<file path="config.mk">
export PLATFORM = sky130hd
export DESIGN_NAME = branch_resolve_unit
export DESIGN_NICKNAME = d
export VERILOG_FILES = /design/src/rtl/branch_resolve_unit.sv
export SDC_FILE = /design/constraint.sdc
export NUM_CORES = 1
export LEC_CHECK = 0
export CAP_MARGIN = 10
export CORE_MARGIN = 2
export CORE_UTILIZATION = 53
export DETAILED_ROUTE_END_ITERATION = 6
export PLACE_DENSITY = 0.84
export SLEW_MARGIN = 20
export SYNTH_ARGS = -nofsm -noshare
export SYNTH_HDL_FRONTEND = slang
export SYNTH_SLANG_ARGS = --single-unit
</file>
<file path="constraint.sdc">
create_clock -name clk -period 8.1 [get_ports clk]
set_clock_uncertainty 0.1 [all_clocks]
set_input_delay 1.62 -clock clk [delete_from_list [all_inputs] [get_ports clk]]
set_output_delay 1.62 -clock clk [all_outputs]
set_load 0.05 [all_outputs]
</file>
<file path="src/rtl/branch_resolve_unit.sv">
// Branch resolution unit: turns comparator flags + branch info into {taken, mispredict, redirect_pc}
// and buffers results in a 2-entry valid/ready FIFO. Optional BRU_STATS_EN adds pop/mispredict counters.
module branch_resolve_unit #(
    parameter int unsigned WIDTH = 16
) (
    input  logic             clk,
    input  logic             rst,
    input  logic             in_valid,
    output logic             in_ready,
    input  logic [2:0]       cond,
    input  logic             cmp_gt,
    input  logic             cmp_eq,
    input  logic             pred_taken,
    input  logic [WIDTH-1:0] pc_plus2,
    input  logic [WIDTH-1:0] imm,
    input  logic             flush,
    output logic             out_valid,
    input  logic             out_ready,
    output logic             out_taken,
    output logic             out_mispredict,
    output logic [WIDTH-1:0] out_redirect_pc
`ifdef BRU_STATS_EN
    ,
    output logic [15:0]      stat_branches,
    output logic [15:0]      stat_mispred
`endif
);

    localparam logic [2:0] COND_EQ     = 3'd0;
    localparam logic [2:0] COND_NE     = 3'd1;
    localparam logic [2:0] COND_GT     = 3'd2;
    localparam logic [2:0] COND_LT     = 3'd3;
    localparam logic [2:0] COND_GE     = 3'd4;
    localparam logic [2:0] COND_LE     = 3'd5;
    localparam logic [2:0] COND_ALWAYS = 3'd6;
    localparam logic [2:0] COND_NEVER  = 3'd7;

    typedef struct packed {
        logic             taken;
        logic             mispredict;
        logic [WIDTH-1:0] redirect_pc;
    } entry_t;

    typedef enum logic [1:0] {
        EMPTY = 2'd0,
        ONE   = 2'd1,
        TWO   = 2'd2
    } state_t;

    state_t           state;
    state_t           state_d;
    entry_t           slot0;
    entry_t           slot1;
    entry_t           slot0_d;
    entry_t           slot1_d;
    entry_t           new_entry;
    logic             lt;
    logic             taken;
    logic [WIDTH-1:0] target;
    logic             push;
    logic             pop;

    // Resolve direction and redirect target for the incoming branch
    assign lt     = !cmp_gt && !cmp_eq;
    assign target = pc_plus2 + imm;

    always_comb begin
        taken = 1'b0;
        case (cond)
            COND_EQ:     taken = cmp_eq;
            COND_NE:     taken = !cmp_eq;
            COND_GT:     taken = cmp_gt;
            COND_LT:     taken = lt;
            COND_GE:     taken = cmp_gt | cmp_eq;
            COND_LE:     taken = lt | cmp_eq;
            COND_ALWAYS: taken = 1'b1;
            COND_NEVER:  taken = 1'b0;
            default:     taken = 1'b0;
        endcase
    end

    always_comb begin
        new_entry.taken       = taken;
        new_entry.mispredict  = taken ^ pred_taken;
        new_entry.redirect_pc = taken ? target : pc_plus2;
    end

    // Handshakes; flush voids both sides in the same cycle
    assign in_ready  = !rst && (state != TWO);
    assign out_valid = (state != EMPTY);
    assign push      = in_valid && in_ready && !flush;
    assign pop       = out_valid && out_ready && !flush;

    // Head entry lives in slot0, which is kept zero while empty
    assign out_taken       = slot0.taken;
    assign out_mispredict  = slot0.mispredict;
    assign out_redirect_pc = slot0.redirect_pc;

    always_ff @(posedge clk) begin
        if (rst) begin
            state <= EMPTY;
            slot0 <= '0;
            slot1 <= '0;
        end else begin
            state <= state_d;
            slot0 <= slot0_d;
            slot1 <= slot1_d;
        end
    end

    // Occupancy next-state and slot update
    always_comb begin
        state_d = state;
        slot0_d = slot0;
        slot1_d = slot1;
        if (flush) begin
            state_d = EMPTY;
            slot0_d = '0;
            slot1_d = '0;
        end else begin
            case (state)
                EMPTY: begin
                    if (push) begin
                        state_d = ONE;
                        slot0_d = new_entry;
                    end
                end
                ONE: begin
                    if (push && pop) begin
                        slot0_d = new_entry;
                    end else if (push) begin
                        state_d = TWO;
                        slot1_d = new_entry;
                    end else if (pop) begin
                        state_d = EMPTY;
                        slot0_d = '0;
                    end
                end
                TWO: begin
                    if (pop) begin
                        state_d = ONE;
                        slot0_d = slot1;
                        slot1_d = '0;
                    end
                end
                default: begin
                    state_d = EMPTY;
                    slot0_d = '0;
                    slot1_d = '0;
                end
            endcase
        end
    end

`ifdef BRU_STATS_EN
    // Saturating pop counters; survive flush, cleared only by rst
    always_ff @(posedge clk) begin
        if (rst) begin
            stat_branches <= '0;
            stat_mispred  <= '0;
        end else if (pop) begin
            if (stat_branches != 16'hffff) begin
                stat_branches <= stat_branches + 16'd1;
            end
            if (slot0.mispredict && (stat_mispred != 16'hffff)) begin
                stat_mispred <= stat_mispred + 16'd1;
            end
        end
    end
`endif

endmodule

</file>
# Yosys cells after proc, flatten, opt, wreduce, memory -nomap -nowiden
# Cells that the tools add are included.
# totals
output_inout_bits	20
register_bits	38
in_bits	43
# classes
n_reduce_logical	18
n_mux	16
addsub	1
eq_ne	17
bitwise_logic	4
# ops
op	count
$mux 18	6
$pmux 18 s3	2
$add 16x16->16	1
$mux 16	1
$eq 3x3->1 const B	4
$reduce_and 4->1	3
$mux 2	5
$ne 2x2->1 const B	5
$ne 3x3->1 const B	3
$pmux 1 s8	1
$logic_and 1x1->1	7
$eq 3x2->1 const B	2
$pmux 2 s3	1
$logic_not 1->1	4
$eq 3x1->1 const B	1
$logic_not 3->1	1
$eq 2x1->1 const B	1
$eq 2x2->1 const B	1
$logic_not 2->1	1
$or 1x1->1	2
$reduce_bool 2->1	1
$reduce_or 2->1	1
$not 1->1	1
$xor 1x1->1	1

# Depth between registers and ports, before layout
# Gate-level depths: netlist of the first run.
# depth
word_depth	8
depth_mapped	9

# Least setup slack after synthesis of the first run
# No wires, ideal clock.
# synth_timing
kind	input-to-output
start	in rst
end	out in_ready
required_time_ns	6.380
stages	1
n_path_buf	0
setup_slack_ns	4.106
arrival_ns	2.274
cell_sequence	nor2_1
# synth_between
elab_chain_cells	2
# synth_lines
element	line_no	rtl
start: declaration	7	input logic rst,
$logic_not 1->1	89	assign in_ready = !rst && (state != TWO);
$logic_and 1x1->1	89	
end: declaration	9	output logic in_ready,
# Every way passes these cells.

# Final worst setup path of the first run
# Ends and elaborated chain as after synthesis.

==> reports/qor.yml, run 1 <==
mostFrequentLayoutCell: "clkdlybuf4s50_1"
drt_first_pass_iters: 4
grt_overflow: 0
final_hold_viol_count: 0
leakagePower_nw: 1.26
hp-class: "reg -> reg"
clk_pin_slew_worst_paths_ns: 0.07
p_comb_share_pct: 33.5
worstPathCellList: "clkdlybuf4s50_1 -> nor2_1 -> clkdlybuf4s50_1"
min_period_ns: 4.72
critPathRequiredTime_ns: 6.38
startpoint_type: "input pin"
synthCells: 311
syn_area_sq_um: 2480
grt_pass1_wl_um: 10400
cts_hold_buf: 0
switchingPower_w: 0.000163
setup_viol: 0
fillers: 364
r2r-end: "out_redirect_pc[12]"
ys_seq_area_share_pct: 30.7
pwr-share-seq_pct: 39.7
synth_seq_cells: 38
powerDensity_nw_per_um2: 154
path_class: "in -> out"
initialDrtViolationCount: 216
path_max_fanout: 4
ff2ff_setup_slack_ns: 5.81
final_layout_size_suffix_gt1_share_pct: 5.68
finalNetCount: 428
cp.arrival_ns: 3.00
outcome: "finished, final reports clean"
n_antenna_cell: 0
p_sw_share_pct: 32.8
grt_util_all_layers_pct: 24.8
fin_util_pct: 72.5
syn_to_final_growth_pct: 29.9
clock_path_buffers: 2
die_h_um: 72.4
post_drt_via_cell_ratio: 5.80
seq_area_sq_um: 761
max_freq_mhz: 212
p_int_w: 0.000333
num_rows: 24
slowest_delay_ns: 0.80
grt_setup_unrepaired: "no"
place_congestion: 0.800
cp-end-kind: "output pin"
cts_root_buffer: "clkbuf_8"
finalCritPeriodShare_pct: 58.2
worst_pin_slew_ns: 1.07
avgSynthCellArea_sq_um: 7.98
vias: 2448
cts_buffers: 5
cts_setup_buffers: 0
cap_violations: 0
synth_nets: 370
routedWlPerCell_um: 14.3
rr_startpoint: "state[1]"
synth_edf_count: 0
io_buffers: 62
cts_resized: 0
synth-async-reset-ratio_pct: 0
yosysTopAreaCell: "dfxtp_1"
hold-path-endpoint: "out_redirect_pc[9]"
multi_input_area_sq_um: 1640
critPathLaunch: "rst"
die_w_um: 72.4
crit_family: "buffers and inverters"
cts.sinks: 38
final_cell_mix: "clkdlybuf4s50_1, dfxtp_1, nand2_1"
antenna_left: 0
cts_tree: "built"
boundaryPins: 63
drcViolationCount: 0
peakVddDrop_mv: 0.0831
hold_depth: 2
initial_core_util_pct: 55.8
synth_warnings: 0
antenna_found_initial: 0
synth_top_area_share_pct: 30.7
synthFlopType: "dfxtp_1"
htree_num_levels: 2
slew_violations: 0
worstSkewPairLatency_ns: 0.29
setup_tns_ns: 0
place_hpwl_um: 4630
hp-start: "out_redirect_pc[9]"
grt_pass1_vias: 2194
crit_buf_inv: 2
synthTopCellsByArea: "dfxtp_1, ha_1, a21oi_1"
cp_slowest_cell: "clkdlybuf4s50_1"
crit_top_cell: "clkdlybuf4s50_1"
clkPwrFrac_pct: 26.8
routed_wl_um: 6040
grt_max_degree: 27
die_area_sq_um: 5240
yosys.cell_types.count: 60
reg2regPathDepth: 6
slew-limit-headroom_pct: 28.8
core_area_sq_um: 4440
[layout make-up]
cell class,count,area share [%]
inverters,6,0.699
multi-input cells,253,50.9
repair buffers,65,20.0
clock inverters,1,0.155
well taps,52,2.02
flip-flops and latches,38,23.6
clock buffers,7,2.68
[synth_stat cells, types with 4 or more instances]
library cell and number:
buf_2 4, nand2_1 36, o21ai_1 4, ha_1 15, a21o_1 5, o21ai_0 28, a22oi_1 10, a21oi_1 32
mux2i_1 13, xor2_1 5, clkbuf_1 8, xnor2_1 9, dfxtp_1 38, nor2_1 34, inv_1 6
[through the flow]
stage                     area, sq um  setup slack, ns  std cells  hold WS (ns)  power [W]
after global routing             3220             3.33        422         0.381   0.000521
after floorplan                  2480             4.11        311         0.317   0.000309
after detailed placement         3120             3.38        414         0.335   0.000365
after CTS                        3220             3.38        422         0.351   0.000495
final                            3220             3.38        422         0.345   0.000496
after global placement           3120             3.40        414         0.328   0.000363
[worst max path at each step]
stage,end,cells after the start
detailed placement,in_ready,3
global route,in_ready,3
floorplan,in_ready,1
CTS,in_ready,3
finish,in_ready,3
global placement,in_ready,3
[sequential cells by signal, summed over array words and instances (netlist names)]
signal and cells:
state 2, out_mispredict 1, out_redirect_pc 16, out_taken 1, slot1 18
[worst register-to-register path: stages (launching register included)]
cell	delay (ns)
dfxtp_1	0.45
nor4b_1	0.36
a21oi_1	0.07
o21ai_1	0.44
nor2_1	0.35
a32oi_1	0.30
nand3_1	0.11
[power by group through the flow]
stage	Combinational [W]	Clock, W	Sequential (W)
2_1_floorplan	0.0000910	0	0.000218
3_3_place_gp	0.000162	0	0.000201
3_5_place_dp	0.000164	0	0.000201
4_1_cts	0.000165	0.000133	0.000197
5_1_grt	0.000181	0.000143	0.000198
6_report	0.000166	0.000133	0.000197
[cells by family (layout without fill, tap and decap cells)]
family	count (synthesis)	in the layout	share of synthesized area, %
mux	13	13	5.24
fa+ha+maj	16	16	8.37
compound gates	111	111	29.2
flops	38	38	30.7
simple gates	99	99	18.1
buf+inv	20	79	3.53
xor+xnor	14	14	4.94
[metal layers]
metal  global-route usage (%)  vias up  wire length [um]
met5                        0        -                 0
met2                     38.2       91              2730
li1                         -     1255                 -
met4                     7.41        0                63
met3                     2.64        5               384
met1                     36.5     1097              2870
Power figures use the tool's default switching activity.
==> inputs of run 2 (changes only) <==
--- a/config.mk
+++ b/config.mk
@@ -7,9 +7,9 @@
 export LEC_CHECK = 0
 export CAP_MARGIN = 10
 export CORE_MARGIN = 2
-export CORE_UTILIZATION = 53
+export CORE_UTILIZATION = 45
 export DETAILED_ROUTE_END_ITERATION = 6
-export PLACE_DENSITY = 0.84
+export PLACE_DENSITY = 0.76
 export SLEW_MARGIN = 20
 export SYNTH_ARGS = -nofsm -noshare
 export SYNTH_HDL_FRONTEND = slang
==> constraint.sdc (replaced) <==
create_clock -name clk -period 3.9 [get_ports clk]
set_clock_uncertainty 0.1 [all_clocks]
set_input_delay 0.78 -clock clk [delete_from_list [all_inputs] [get_ports clk]]
set_output_delay 0.78 -clock clk [all_outputs]
set_load 0.05 [all_outputs]
==> run 2 against run 1 <==
Core utilization fell by 12 points. Clock power rose by 110%. Critical path depth rose by 6. Critical path type is now in -> reg. Non-clock buffer count rose by 6. Global-route usage fell by 2.7 points. Final cell count rose by 6.2%. Via count rose by 1.6%. Sequential cell count did not move. Final area rose by 2.0%. Highest routed layer unchanged. Die area rose by 17%. Combinational power rose by 110%. Count of clock-buffer cells in the layout did not move.
==> reports/qor.yml, run 2 (synthesis gave the netlist of run 1 again) <==
hp-class: "reg -> reg"
clk_pin_slew_worst_paths_ns: 0.07  # about the same
r2r-end: "out_redirect_pc[13]"
cp-end-kind: "register"
startpoint_type: "input pin"
slew_violations: 0  # unchanged
grt_overflow: 0  # unchanged
path_class: "in -> reg"
cts_hold_buf: 0  # unchanged
grt_pass1_wl_um: 10800  # +3.8%
grt_max_degree: 20  # -26%
cp.arrival_ns: 3.27  # +0.27 ns
grt_util_all_layers_pct: 22.1  # -2.7 points
max_freq_mhz: 314
slew-limit-headroom_pct: 56.1  # +27 points
setup_tns_ns: 0  # unchanged
outcome: "finished, final reports clean"
die_h_um: 78.3  # +8.1%
syn_to_final_growth_pct: 32.4
final_hold_viol_count: 0  # unchanged
mostFrequentLayoutCell: "clkdlybuf4s50_1"
grt_pass1_vias: 2274  # +3.6%
final_layout_size_suffix_gt1_share_pct: 6.91  # +1.2 points
endpoint: "out_redirect_pc[10]"
finalCritPeriodShare_pct: 81.6
initial_core_util_pct: 45.9  # -9.9 points
cp_slowest_cell: "clkdlybuf4s50_1"
antenna_found_initial: 0  # unchanged
powerDensity_nw_per_um2: 316  # +110%
ff2ff_setup_slack_ns: 1.49  # -4.32 ns
core_area_sq_um: 5410  # +22%
drt_first_pass_iters: 4  # unchanged
peakVddDrop_mv: 0.138  # +66%
grt_setup_unrepaired: "no"
place_hpwl_um: 5020  # +8.4%
htree_num_levels: 2  # unchanged
critPathLaunch: "pc_plus2[0]"
reg2regPathDepth: 9  # +3
routed_wl_um: 6470  # +7.0%
die_area_sq_um: 6120  # +17%
drcViolationCount: 0  # unchanged
worstSkewPairLatency_ns: 0.29  # about the same
setup_viol: 0  # unchanged
holdWs_ns: 0.350  # +0.00435 ns
leakagePower_nw: 1.29  # +2.3%
boundaryPins: 63  # unchanged
largest_reg_flops: 18  # unchanged
cts_buffers: 5  # unchanged
cts_root_buffer: "clkbuf_8"
fin_ws_ns: 0.716  # -2.67 ns
vias: 2488  # +1.6%
crit_buf_inv: 1  # -1
post_drt_via_cell_ratio: 5.55  # -4.3%
path_max_fanout: 3  # -1
cts_tree: "built"
regMostFlops: "slot1"
final_cell_mix: "clkdlybuf4s50_1, dfxtp_1, nand2_1"
hold_depth: 2  # unchanged
crit_family: "compound AO/OA/AOI/OAI gates"
worstPathCellList: "clkdlybuf4s50_1 -> ha_1 -> fa_1 -> a21o_1 -> a221oi_2 -> o21ai_2 -> a31oi_1 -> xnor2_1 -> a221o_1"
place_congestion: 0.847  # +5.8%
min_period_ns: 3.18
die_w_um: 78.3  # +8.1%
cp.depth: 9  # +6
n_antenna_cell: 0  # unchanged
preCtsSetupSlack_ns: 0.405  # -2.97 ns
antenna_left: 0  # unchanged
initialDrtViolationCount: 186  # -14%
routedWlPerCell_um: 14.4  # +0.81%
cts_resized: 0  # unchanged
rr_startpoint: "state[1]"
io_buffers: 62  # unchanged
num_rows: 27  # +13%
cap_violations: 0  # unchanged
worst_pin_slew_ns: 0.659  # -0.409 ns
cts_setup_buffers: 0  # unchanged
fillers: 490  # +35%
finalNetCount: 434  # +1.4%
cts.sinks: 38  # unchanged
clock_path_buffers: 2  # unchanged
critPathRequiredTime_ns: 3.98  # -2.40 ns
slowest_delay_ns: 0.43  # -0.37 ns
## run 2: stage by stage
step	std cells	total power (W)	area (sq um)	utilization, %
2_1_floorplan	311	0.000643	2480	-
3_3_place_gp	440	0.000761	3190	59.1
3_5_place_dp	440	0.000768	3190	59.1
4_1_cts	448	0.00104	3290	60.8
5_1_grt	448	0.00110	3290	60.8
6_report	448	0.00104	3290	60.8
## run 2: routing by layer
layer  global-route usage (%)  share of wire (%)
met5                        0                  0
met4                     6.32                1.3
met3                     3.56                4.5
met2                     35.9                 47
met1                     30.4                 47
## run 2: worst min-delay path by stage
stage                                   from                 end  slack (ns)
after floorplan                    slot1[14]           slot1[14]        0.32
after global placement             slot1[14]           slot1[14]        0.33
after detailed placement            slot1[7]            slot1[7]        0.34
after CTS                 out_redirect_pc[9]  out_redirect_pc[9]        0.36
after global routing               out_taken           out_taken        0.38
final                     out_redirect_pc[0]  out_redirect_pc[0]        0.35
## run 2: worst min-delay path: cells and delay by family, from the launching register on
kind / cells / cell delay [ns]
and+or+nand+nor: 1 / 0.04
DFF: 1 / 0.33
AOI/OAI and AO/OA: 1 / 0.05
## run 2: area by class of cell
type / instances / area, sq um / area share (%)
Tap cell: 72 / 90.1 / 2.74
Timing Repair Buffer: 71 / 688 / 20.9
Clock buffer: 7 / 86.3 / 2.63
Clock inverter: 1 / 5.00 / 0.152
Multi-Input combinational cell: 253 / 1630 / 49.7
Sequential cell: 38 / 761 / 23.2
Inverter: 6 / 22.5 / 0.685
## run 2: report_power, final
group	switching, W	internal (W)	total (W)
combinational	0.000199	0.000154	0.000353
clock	0.000135	0.000142	0.000277
sequential	0.00000846	0.000401	0.000409
==> inputs of run 3 (changes only) <==
--- a/config.mk
+++ b/config.mk
@@ -7,9 +7,9 @@
 export LEC_CHECK = 0
 export CAP_MARGIN = 10
 export CORE_MARGIN = 2
-export CORE_UTILIZATION = 45
+export CORE_UTILIZATION = 49
 export DETAILED_ROUTE_END_ITERATION = 6
-export PLACE_DENSITY = 0.76
+export PLACE_DENSITY = 0.79
 export SLEW_MARGIN = 20
 export SYNTH_ARGS = -nofsm -noshare
 export SYNTH_HDL_FRONTEND = slang
==> constraint.sdc (replaced) <==
create_clock -name clk -period 3.35 [get_ports clk]
set_clock_uncertainty 0.1 [all_clocks]
set_input_delay 0.67 -clock clk [delete_from_list [all_inputs] [get_ports clk]]
set_output_delay 0.67 -clock clk [all_outputs]
set_load 0.05 [all_outputs]
==> run 3 against run 2 <==
Via count grew 0.36%. Largest power group unchanged. Total power is 17% higher. Critical path depth stayed put. Routed wire length is 0.43% lower. Setup slack worse by 0.47 ns. Hold slack worse by 0.0030 ns. Register-to-register slack worse by 0.33 ns. Clock power up 21%.
==> reports/qor.yml, run 3 (synthesis gave the netlist of run 1 again) <==
outcome: "finished, final reports clean"
fin_ws_ns: 0.242  # -0.474 ns
crit_buf_inv: 1  # unchanged
initial_core_util_pct: 51.5  # +5.6 points
path_max_fanout: 3  # unchanged
cts_resized: 0  # unchanged
seq_area_sq_um: 761  # unchanged
die_h_um: 75.2  # -4.0%
min_period_ns: 3.11
finalCritPeriodShare_pct: 92.8
die_area_sq_um: 5650  # -7.8%
multi_input_area_sq_um: 1630  # unchanged
regMostFlops: "slot1"
antenna_found_initial: 0  # unchanged
largest_reg_flops: 18  # unchanged
ff2ff_setup_slack_ns: 1.16  # -0.33 ns
cap_violations: 0  # unchanged
slew_violations: 0  # unchanged
grt_setup_unrepaired: "no"
final_layout_size_suffix_gt1_share_pct: 6.68  # -0.23 points
path_class: "in -> reg"
cts_root_buffer: "clkbuf_8"
endpoint: "out_redirect_pc[10]"
power.total_w: 0.00122  # +17%
hp-class: "reg -> reg"
powerDensity_nw_per_um2: 372  # +18%
grt_pass1_vias: 2294  # +0.88%
startpoint_type: "input pin"
dp_cells: 433  # -1.6%
cp.arrival_ns: 3.19  # -0.08 ns
cts_tree: "built"
boundaryPins: 63  # unchanged
die_w_um: 75.2  # -4.0%
slew-limit-headroom_pct: 65.1  # +9.0 points
leakagePower_nw: 1.28  # -0.82%
fin_util_pct: 67.8  # +7.1 points
cts_setup_buffers: 0  # unchanged
r2r-end: "out_redirect_pc[13]"
place_congestion: 0.843  # -0.47%
final_hold_viol_count: 0  # unchanged
preCtsSetupSlack_ns: -0.0322  # -0.437 ns
routedWlPerCell_um: 14.6  # +1.1%
drcViolationCount: 0  # unchanged
grt_util_all_layers_pct: 24.1  # +1.9 points
slowest_delay_ns: 0.43  # about the same
critPathLaunch: "pc_plus2[0]"
initialDrtViolationCount: 149  # -20%
grt_overflow: 0  # unchanged
htree_num_levels: 2  # unchanged
cp_slowest_cell: "clkdlybuf4s50_1"
cts_hold_buf: 0  # unchanged
post_drt_via_cell_ratio: 5.66  # +2.0%
n_antenna_cell: 0  # unchanged
io_buffers: 62  # unchanged
worstPathCellList: "clkdlybuf4s50_1 -> ha_1 -> fa_1 -> a21o_1 -> a221oi_2 -> o21ai_2 -> a31oi_1 -> xnor2_1 -> a221o_1"
core_area_sq_um: 4820  # -11%
worst_pin_slew_ns: 0.522  # -0.136 ns
setup_tns_ns: 0  # unchanged
finalNetCount: 432  # -0.46%
setup_viol: 0  # unchanged
syn_to_final_growth_pct: 31.7
vias: 2497  # +0.36%
place_hpwl_um: 4960  # -1.1%
worstSkewPairLatency_ns: 0.29  # about the same
rr_startpoint: "state[1]"
reg2regPathDepth: 8  # -1
crit_family: "compound AO/OA/AOI/OAI gates"
cp.depth: 9  # unchanged
mostFrequentLayoutCell: "clkdlybuf4s50_1"
fin_cells: 441  # -1.6%
final_cell_mix: "clkdlybuf4s50_1, dfxtp_1, nand2_1"
clock_path_buffers: 2  # unchanged
cts_buffers: 5  # unchanged
cts.sinks: 38  # unchanged
max_freq_mhz: 322
routed_wl_um: 6440  # -0.43%
antenna_left: 0  # unchanged
drt_first_pass_iters: 5  # +1
grt_max_degree: 27  # +35%
peakVddDrop_mv: 0.231  # +67%
critPathRequiredTime_ns: 3.43  # -0.55 ns
fillers: 450  # -8.2%
grt_pass1_wl_um: 10500  # -2.3%
clk_pin_slew_worst_paths_ns: 0.08  # about the same
cp-end-kind: "register"
num_rows: 25  # -7.4%
==> run 3: cell types whose count changed in the layout (fill, tap and decap cells not counted) <==
cell | before | now
buf_4 | 9 | 7
clkbuf_1 | 1 | 0
clkinvlp_4 | 0 | 1
==> run 3: per-stage QoR <==
| step | hold slack, ns | cell area [sq um] |
|---|---|---|
| after CTS | 0.352 | 3270 |
| final | 0.347 | 3270 |
| after global placement | 0.326 | 3170 |
| after floorplan | 0.317 | 2480 |
| after detailed placement | 0.341 | 3170 |
| after global routing | 0.369 | 3270 |
==> run 3: worst min path at each step <==
stage	startpoint	end	slack (ns)	depth (start not counted)
floorplan	slot1[14]	slot1[14]	0.32	2
global placement	slot1[14]	slot1[14]	0.33	2
detailed placement	out_redirect_pc[9]	out_redirect_pc[9]	0.34	2
CTS	out_redirect_pc[9]	out_redirect_pc[9]	0.35	2
global route	out_redirect_pc[2]	out_redirect_pc[2]	0.37	2
finish	out_redirect_pc[9]	out_redirect_pc[9]	0.35	2
==> run 3: area by class of cell <==
class / instances / share of cell area [%]
clock inverters: 2 / 0.383
flip-flops and latches: 38 / 23.3
multi-input cells: 253 / 50.0
inverters: 6 / 0.689
repair buffers: 69 / 20.6
clock buffers: 6 / 2.53
well taps: 67 / 2.57
==> run 3: per-layer routing <==
layer / vias to the layer above / routed length [um] / track usage [%] / share of wire (%)
met3: 11 / 316 / 2.95 / 4.9
met5: - / 0 / 0 / 0
met1: 1130 / 3060 / 33.7 / 48
li1: 1259 / - / - / -
met4: 0 / 103 / 8.19 / 1.6
met2: 97 / 2960 / 38.4 / 46
==> run 3: worst register-to-register path: stages (launching register included) <==
cell and delay, ns:
dfxtp_1 0.58, nor2b_1 0.23, buf_4 0.27, and2_0 0.15, o21ai_0 0.09, nor2_1 0.19
and2_1 0.24, inv_1 0.06, o221ai_1 0.19
==> run 3: power by group <==
part	internal (W)	switching [W]
logic	0.000176	0.000231
clock network	0.000165	0.000168
registers	0.000466	0.00000977
total	0.000807	0.000409
